===== src/rtl/pipe_ctrl_pkg.sv =====
// Shared definitions for the stall-only pipeline sequencer: state encoding,
// the hard-wired zero register and the default register-address width.
package pipe_ctrl_pkg;

    localparam int REG_AW_DEFAULT = 5;
    localparam int REG_ZERO       = 0;

    typedef enum logic [1:0] {
        RUN      = 2'd0,
        HAZ      = 2'd1,
        MEM_WAIT = 2'd2
    } pipe_state_t;

endpackage


===== src/rtl/hazard_cmp.sv =====
// One ID source register compared against the EX and MEM writers.
// Register 0 never matches because writes to it are discarded.
module hazard_cmp
    import pipe_ctrl_pkg::*;
#(
    parameter int REG_AW = REG_AW_DEFAULT
) (
    input  logic [REG_AW-1:0] src,
    input  logic              ex_valid,
    input  logic              ex_wreg,
    input  logic [REG_AW-1:0] ex_rd,
    input  logic              mem_valid,
    input  logic              mem_wreg,
    input  logic [REG_AW-1:0] mem_rd,
    output logic              match
);

    logic src_nz;
    logic ex_hit;
    logic mem_hit;

    assign src_nz  = (src != REG_AW'(REG_ZERO));
    assign ex_hit  = ex_valid  && ex_wreg  && (ex_rd  == src);
    assign mem_hit = mem_valid && mem_wreg && (mem_rd == src);
    assign match   = src_nz && (ex_hit || mem_hit);

endmodule


===== src/rtl/hazard_stall_ctrl.sv =====
// Pipeline sequencer for the 5-stage stall-only core: RAW stalls, data-memory
// wait and taken-branch flush. Optional statistics under HAZARD_STATS_EN.
module hazard_stall_ctrl
    import pipe_ctrl_pkg::*;
#(
    parameter int REG_AW    = REG_AW_DEFAULT,
    parameter int MAX_STALL = 3,
    parameter int CNT_W     = 32
) (
    input  logic              clk,
    input  logic              rst,
    input  logic              id_valid,
    input  logic [REG_AW-1:0] id_rs,
    input  logic [REG_AW-1:0] id_rt,
    input  logic              id_use_rs,
    input  logic              id_use_rt,
    input  logic              ex_valid,
    input  logic              ex_wreg,
    input  logic [REG_AW-1:0] ex_rd,
    input  logic              mem_valid,
    input  logic              mem_wreg,
    input  logic [REG_AW-1:0] mem_rd,
    input  logic              dmem_busy,
    input  logic              branch_taken,
    output logic              pc_en,
    output logic              ifid_en,
    output logic              ifid_flush,
    output logic              idex_bubble,
    output logic              be_freeze,
    output logic              stall_timeout,
    output logic [CNT_W-1:0]  stat_stalls,
    output logic [CNT_W-1:0]  stat_flushes
);

    localparam int SC_W = (MAX_STALL < 1) ? 1 : $clog2(MAX_STALL + 1);

    logic             rs_match;
    logic             rt_match;
    logic             hazard;
    pipe_state_t      state;
    pipe_state_t      nxt;
    logic [SC_W-1:0]  stall_cnt;

    hazard_cmp #(.REG_AW(REG_AW)) u_cmp_rs (
        .src       (id_rs),
        .ex_valid  (ex_valid),
        .ex_wreg   (ex_wreg),
        .ex_rd     (ex_rd),
        .mem_valid (mem_valid),
        .mem_wreg  (mem_wreg),
        .mem_rd    (mem_rd),
        .match     (rs_match)
    );

    hazard_cmp #(.REG_AW(REG_AW)) u_cmp_rt (
        .src       (id_rt),
        .ex_valid  (ex_valid),
        .ex_wreg   (ex_wreg),
        .ex_rd     (ex_rd),
        .mem_valid (mem_valid),
        .mem_wreg  (mem_wreg),
        .mem_rd    (mem_rd),
        .match     (rt_match)
    );

    assign hazard = id_valid && ((id_use_rs && rs_match) || (id_use_rt && rt_match));

    // Branch operands are not ready while stalled, so a taken branch only
    // flushes when neither memory wait nor a RAW hazard is present.
    always_comb begin
        nxt         = RUN;
        pc_en       = 1'b1;
        ifid_en     = 1'b1;
        ifid_flush  = 1'b0;
        idex_bubble = 1'b0;
        be_freeze   = 1'b0;
        if (rst) begin
            pc_en       = 1'b0;
            ifid_en     = 1'b0;
            ifid_flush  = 1'b1;
            idex_bubble = 1'b1;
        end else if (dmem_busy) begin
            pc_en     = 1'b0;
            ifid_en   = 1'b0;
            be_freeze = 1'b1;
            nxt       = MEM_WAIT;
        end else if (hazard) begin
            pc_en       = 1'b0;
            ifid_en     = 1'b0;
            idex_bubble = 1'b1;
            nxt         = HAZ;
        end else if (branch_taken) begin
            ifid_flush = 1'b1;
        end
    end

    // The stall counter survives MEM_WAIT so a memory wait cannot hide a
    // hazard stall that is running too long; only a return to RUN clears it.
    always_ff @(posedge clk) begin
        if (rst) begin
            state         <= RUN;
            stall_cnt     <= '0;
            stall_timeout <= 1'b0;
        end else begin
            state <= nxt;
            if (nxt == HAZ) begin
                if (int'(stall_cnt) < MAX_STALL)
                    stall_cnt <= stall_cnt + 1'b1;
                if (int'(stall_cnt) + 1 >= MAX_STALL)
                    stall_timeout <= 1'b1;
            end else if ((nxt == RUN) && (state != RUN)) begin
                stall_cnt <= '0;
            end
        end
    end

`ifdef HAZARD_STATS_EN
    always_ff @(posedge clk) begin
        if (rst) begin
            stat_stalls  <= '0;
            stat_flushes <= '0;
        end else begin
            if (!pc_en)
                stat_stalls <= stat_stalls + 1'b1;
            if (ifid_flush)
                stat_flushes <= stat_flushes + 1'b1;
        end
    end
`else
    assign stat_stalls  = '0;
    assign stat_flushes = '0;
`endif

endmodule

===== config.mk =====
export PLATFORM = sky130hd
export DESIGN_NAME = hazard_stall_ctrl
export DESIGN_NICKNAME = d
export VERILOG_FILES = /design/src/rtl/pipe_ctrl_pkg.sv /design/src/rtl/hazard_cmp.sv /design/src/rtl/hazard_stall_ctrl.sv
export SDC_FILE = /design/constraint.sdc
export NUM_CORES = 1
export LEC_CHECK = 0
export ABC_AREA = 1
export CORE_ASPECT_RATIO = 0.9
export CORE_MARGIN = 2
export CORE_UTILIZATION = 27
export CTS_CLUSTER_SIZE = 10
export DETAILED_ROUTE_END_ITERATION = 8
export GPL_ROUTABILITY_DRIVEN = 0
export GPL_TIMING_DRIVEN = 0
export PLACE_DENSITY = 0.74
export SLEW_MARGIN = 10
export SYNTH_ARGS = -nofsm -noshare
export SYNTH_HDL_FRONTEND = slang
export SYNTH_SLANG_ARGS = --single-unit

===== constraint.sdc =====
create_clock -name clk -period 2.2 [get_ports clk]
set_input_delay 0.66 -clock clk [delete_from_list [all_inputs] [get_ports clk]]
set_output_delay 0.66 -clock clk [all_outputs]
set_load 0.02 [all_outputs]

# Word-level counts from Yosys, hierarchy flattened
# Cells that the tools add are included.
totals:
  reg_bits: 5
  inputBits: 31
  output_inout_bits: 70
  word_cells: 53
classes:
  n_addsub: 2
  magnitude_cmp: 2
  n_eq_ne: 6
  n_mux: 18
  n_reduce_logical: 22
ops:
  columns: ["op", "n"]
  rows:
  - ["5-bit == test", 4]
  - ["1-bit two-way mux", 13]
  - ["1-bit logical AND", 12]
  - ["2-bit two-way mux", 5]
  - ["5-bit nonzero test", 2]
  - ["2-bit AND reduction", 2]
  - ["2-bit nonzero test", 2]
  - ["2-bit by 1-bit adder with 3-bit output (second input constant)", 1]
  - ["3-bit by 2-bit >= comparator with 1-bit output (second input constant)", 1]
  - ["1-bit logical OR", 3]
  - ["2-bit by 1-bit adder with 2-bit output (second input constant)", 1]
  - ["2-bit by 1-bit == test with 1-bit output (second input constant)", 1]
  - ["2-bit zero test", 1]
  - ["2-bit < comparator (second input constant)", 1]
  - ["2-bit by 1-bit != test with 1-bit output (second input constant)", 1]

# Logic depth before layout (Yosys ltp)
# Gate-level depths: netlist of run 1.
depth:
  word_depth: 14
  ltp_mapped: 14
  depth_no_buf: 14

# By module
# Synthesis of run 1 repeated with hierarchy kept, for this count alone.
unflattened:
  cells_unflattened: 217
  area_unflattened_um2: 1226.2
by_module_without_submodules:
  columns: ["module", "instances", "cells_each", "area_each_um2", "seq_area_each_um2"]
  rows:
  - ["hazard_stall_ctrl", 1, 107, 790.8, 100.1]
  - ["hazard_cmp", 2, 55, 217.7, 0.0]

# Least setup slack after synthesis of run 1
# Ideal clock, no wire load.
synth_path:
  kind: "input -> output"
  from: "in id_rs[1]"
  to: "out pc_en"
  t_arrival_ps: 1786
  required_time_ps: 1540
  setup_slack_ps: -246
  stages: 10
  path_buffers: 1
  path_cell_list: "inv_1 nand4_1 o21ai_0 inv_1 nand2_1 nand2_2 nand2_1 nand2_1 nor2_1 buf_4"
synth_between:
  elab_chain_len: 10
  elab_cells_between_ends: 13
  cone_classes: "2 x eq/ne; 3 x mux; 8 x reduce/logical"
synth_rtl:
  columns: ["item", "line", "source"]
  rows:
  - ["start: declaration", "hazard_stall_ctrl.sv:13", "input logic [REG_AW-1:0] id_rs,"]
  - ["5-bit == test, on equally long branches", "hazard_cmp.sv:23, hazard_cmp.sv:24", null]
  - ["1-bit logical AND, on equally long branches", "hazard_cmp.sv:23, hazard_cmp.sv:24", null]
  - ["1-bit logical OR", "hazard_cmp.sv:25", "assign match = src_nz && (ex_hit || mem_hit);"]
  - ["1-bit logical AND *", "hazard_cmp.sv:25", null]
  - ["1-bit logical AND *", "hazard_stall_ctrl.sv:66", "assign hazard = id_valid && ((id_use_rs && rs_match) || (id_use_rt && rt_match));"]
  - ["1-bit logical OR *", "hazard_stall_ctrl.sv:66", null]
  - ["1-bit logical AND *", "hazard_stall_ctrl.sv:66", null]
  - ["1-bit two-way mux * (3 in series)", null, null]
  - ["end: declaration", "hazard_stall_ctrl.sv:25", "output logic pc_en,"]
# Every way passes the cells marked *; elsewhere a longest branch is shown, timed or not.

# Final worst setup path of run 1
layout_path:
  from: "in id_rt[3]"
  to: "out pc_en"
layout_between:
  elab_chain_len: 10
  elab_cells_between_ends: 13
  cone_classes: "2 x eq/ne; 3 x mux; 8 x reduce/logical"
layout_rtl:
  columns: ["item", "line", "source"]
  rows:
  - ["start: declaration", "hazard_stall_ctrl.sv:14", "input logic [REG_AW-1:0] id_rt,"]
  - ["5-bit == test, on equally long branches", "hazard_cmp.sv:23, hazard_cmp.sv:24", null]
  - ["1-bit logical AND, on equally long branches", "hazard_cmp.sv:23, hazard_cmp.sv:24", null]
  - ["1-bit logical OR", "hazard_cmp.sv:25", null]
  - ["1-bit logical AND *", "hazard_cmp.sv:25", null]
  - ["1-bit logical AND *", "hazard_stall_ctrl.sv:66", null]
  - ["1-bit logical OR *", "hazard_stall_ctrl.sv:66", null]
  - ["1-bit logical AND *", "hazard_stall_ctrl.sv:66", null]
  - ["1-bit two-way mux *", "hazard_stall_ctrl.sv:87", "end else if (hazard) begin"]
  - ["1-bit two-way mux *", "hazard_stall_ctrl.sv:82", "end else if (dmem_busy) begin"]
  - ["1-bit two-way mux *", "hazard_stall_ctrl.sv:77", "if (rst) begin"]
# Marked as above.

==> flow_summary_export.csv, run 1 <==
group,metric,value,unit
cts,clockRootBuffer,"clkbuf_8",
cts,clk_pin_slew_worst_paths,0.04,ns
finish,antenna_cells,0,
timing,rsz0062_at_grt,"true",
run_status,failed_checks,"negative setup slack",
setup_path,critPathBufInv,4,
synthesis,synth_seq_cells,5,
floorplanning,fp.coreArea,4430,sq um
drt,wirelength,2830,um
synthesis,yosysSeqAreaShare,0.0810,
cts,cts.sink_count,5,
power,pwr_density_cell,312,nW/um^2
synthesis,yosysWarnings,0,
floorplanning,rows,23,
synthesis,netlist_area,1240,sq um
global_route,grt_usage,0.109,
setup_path,cp_max_fo,3,
timing,finalClockSkew,0.000232,ns
setup_path,worst-setup-path-type,"in2out",
placed_design,hpwl,2490,um
cts,clockBufferDepth,2,
finish,area_growth,60.1,%
drt,drc,0,
setup_path,end_kind,"output port",
power,ir_worst_vdd,0.195,mV
drt,drt_iter0_markers,16,
hold_path,min_path_type,"reg2reg",
setup_path,cpMaxStageDelayCell,"nor2_1",
drt,antenna_left,0,
placed_design,io_buffers,35,
timing,hold_violations,0,
timing,period_needed,2.36,ns
synthesis,syn_inst,211,
floorplanning,die_w,75.3,um
floorplanning,die_area,5140,sq um
run,cap_violations,0,
finish,nNetsFinal,351,
cts,cts_tree,"done",
cts,clk_latency,0.22,ns
finish,drive_gt1_frac,0.459,
floorplanning,num_io_pins,101,
power,power_leakage,1.25,nW
power,total_power,0.618,mW
cts,htree_levels,1,
setup_path,cp_slowest_stage_delay,0.12,ns
global_route,grt_max_degree,9,
cts,numCtsBuffers,3,
cts,cts-hold-fix-buffers,0,
finish,fin_util,0.447,
timing,post-route-period-util,1.07,
setup_path,path_delay_family,"simple AND/OR/NAND/NOR gates",
finish,fin_area,1980,sq um
synthesis,syn_avg_cell_area,5.86,sq um
timing,finalWorstSetupSlack,-0.162,ns
setup_path,cp.required,1.54,ns
global_route,antenna_found_initial,0,
global_route,grt_pass1_vias,1116,
timing,fmax,423,MHz
setup_path,critical_path.cell_chain,"buf_6 -> inv_2 -> nand2_1 -> o21ai_1 -> nor2_1 -> nand3_1 -> nand2_1 -> nand2_1 -> nand2_2 -> nand2_2 -> nand2_2 -> nor2_4 -> buf_6 -> buf_6",
drt,wl_per_cell,7.50,um
drt,vias_per_cell,3.36,
run_status,status,"finished, violations left",
setup_path,start_kind,"input pin",
floorplanning,die_h,68.2,um
global_route,grt_remaining_overflow,0,
drt,first_pass_iters,6,
setup_path,crit_arrival,1.70,ns
floorplanning,start_util,0.279,
synthesis,ys_types,23,
global_route,grt_pass1_wl,4440,um
drt,num_vias,1271,
timing,setup_viol,4,
placed_design,place_area,1920,sq um
timing,maxSlewViolCount,0,
## final timing paths
kind / startpoint / endpoint / slack, ns / depth (start not counted)
setup / recovery: id_rt[3] / pc_en / -0.16 / 14
hold / removal: stall_timeout / stall_timeout / 0.45 / 2
setup reg to reg: stall_cnt[0] / stall_cnt[1] / 1.15 / 5
hold reg to reg: stall_timeout / stall_timeout / 0.45 / 2
## worst register-to-register path, cell delays in order (launching register included)
cell     delay [ns]
dfxtp_1        0.36
inv_1          0.08
ha_1           0.29
inv_1          0.05
nand2_1        0.06
a21oi_2        0.14
## sequential cells by signal (all words and copies together), names as in the netlist
register       cells
stall_cnt          2
stall_timeout      1
state              2
## cells in the mapped netlist, drive strengths merged
cell    n  share of area
buf    66           0.40
nand2  66           0.21
inv    29          0.088
nor2   21          0.077
nand3   7          0.043
dfxtp   5          0.081
o21ai   5          0.020
a21oi   3          0.018
ha      3          0.030
nand4   2          0.010
conb    1         0.0030
nor3    1         0.0081
or2     1         0.0051
xor2    1         0.0071
## layout make-up
cell class                 instances  area (sq um)
timing repair buffer              38           328
fill                             477          2450
clock buffer                       4          45.0
buffer                            66           497
sequential                         5           100
inverter                          29           119
multi-input combinational        174           813
tap                               62          77.6
## what timing repair did
action,4_1_cts,5_1_grt
pin swaps,27,21
setup buffers,3,0
endpoints found under the setup margin,5,5
resized for setup,128,33
## logic make-up after synthesis
| logic type | count (synthesis) | synth area share |
|---|---|---|
| buffers and inverters | 95 | 0.487 |
| XOR/XNOR | 1 | 0.00709 |
| adder cells (fa/ha/maj) | 3 | 0.0304 |
| AND/OR/NAND/NOR | 98 | 0.353 |
| other | 1 | 0.00303 |
| flip-flops | 5 | 0.0810 |
| AO/OA/AOI/OAI | 8 | 0.0385 |
## per-layer routing
layer | up-vias | wire length (um) | GRT usage
li1 | 708 | - | -
met1 | 500 | 1070 | 0.129
met2 | 61 | 1380 | 0.192
met3 | 2 | 373 | 0.0398
met5 | - | 0 | 0
met4 | 0 | 10 | 0.0132
## report_power, final
group          internal [mW]  switching (mW)
Sequential            0.0924        0.000330
Clock                  0.125          0.0480
Combinational          0.156           0.197
## stage by stage
step	hold WS, ns	instances	setup TNS [ns]	worst slack [ns]
floorplan	0.487	274	-0.00661	-0.00661
global placement	0.438	371	-4.98	-1.13
detailed placement	0.444	371	-5.11	-1.14
CTS	0.450	378	-0.560	-0.193
global route	0.480	378	-0.873	-0.268
finish	0.447	378	-0.444	-0.162
## cells in the final DEF (no fill, tap or decap), types with 2 or more instances in the layout
cell type,n
dfxtp_1,5
conb_1,64
inv_1,10
inv_4,4
dlygate4sd2_1,2
buf_2,10
nand2_1,51
clkbuf_8,3
a21oi_2,2
nand2_2,14
nand3_1,5
ha_1,3
nor2_1,17
nor2_2,2
clkdlybuf4s50_1,4
o21ai_1,4
inv_2,15
nand4_1,2
buf_4,73
buf_6,15
Power figures use the tool's default switching activity.
==> inputs of run 2 (changes only) <==
--- a/config.mk
+++ b/config.mk
@@ -6,6 +6,7 @@
 export NUM_CORES = 1
 export LEC_CHECK = 0
 export ABC_AREA = 1
+export CAP_MARGIN = 0
 export CORE_ASPECT_RATIO = 0.9
 export CORE_MARGIN = 2
 export CORE_UTILIZATION = 27
==> results of run 2 <==
Same layout as run 1: the final DEF is identical, and so are final timing and power.
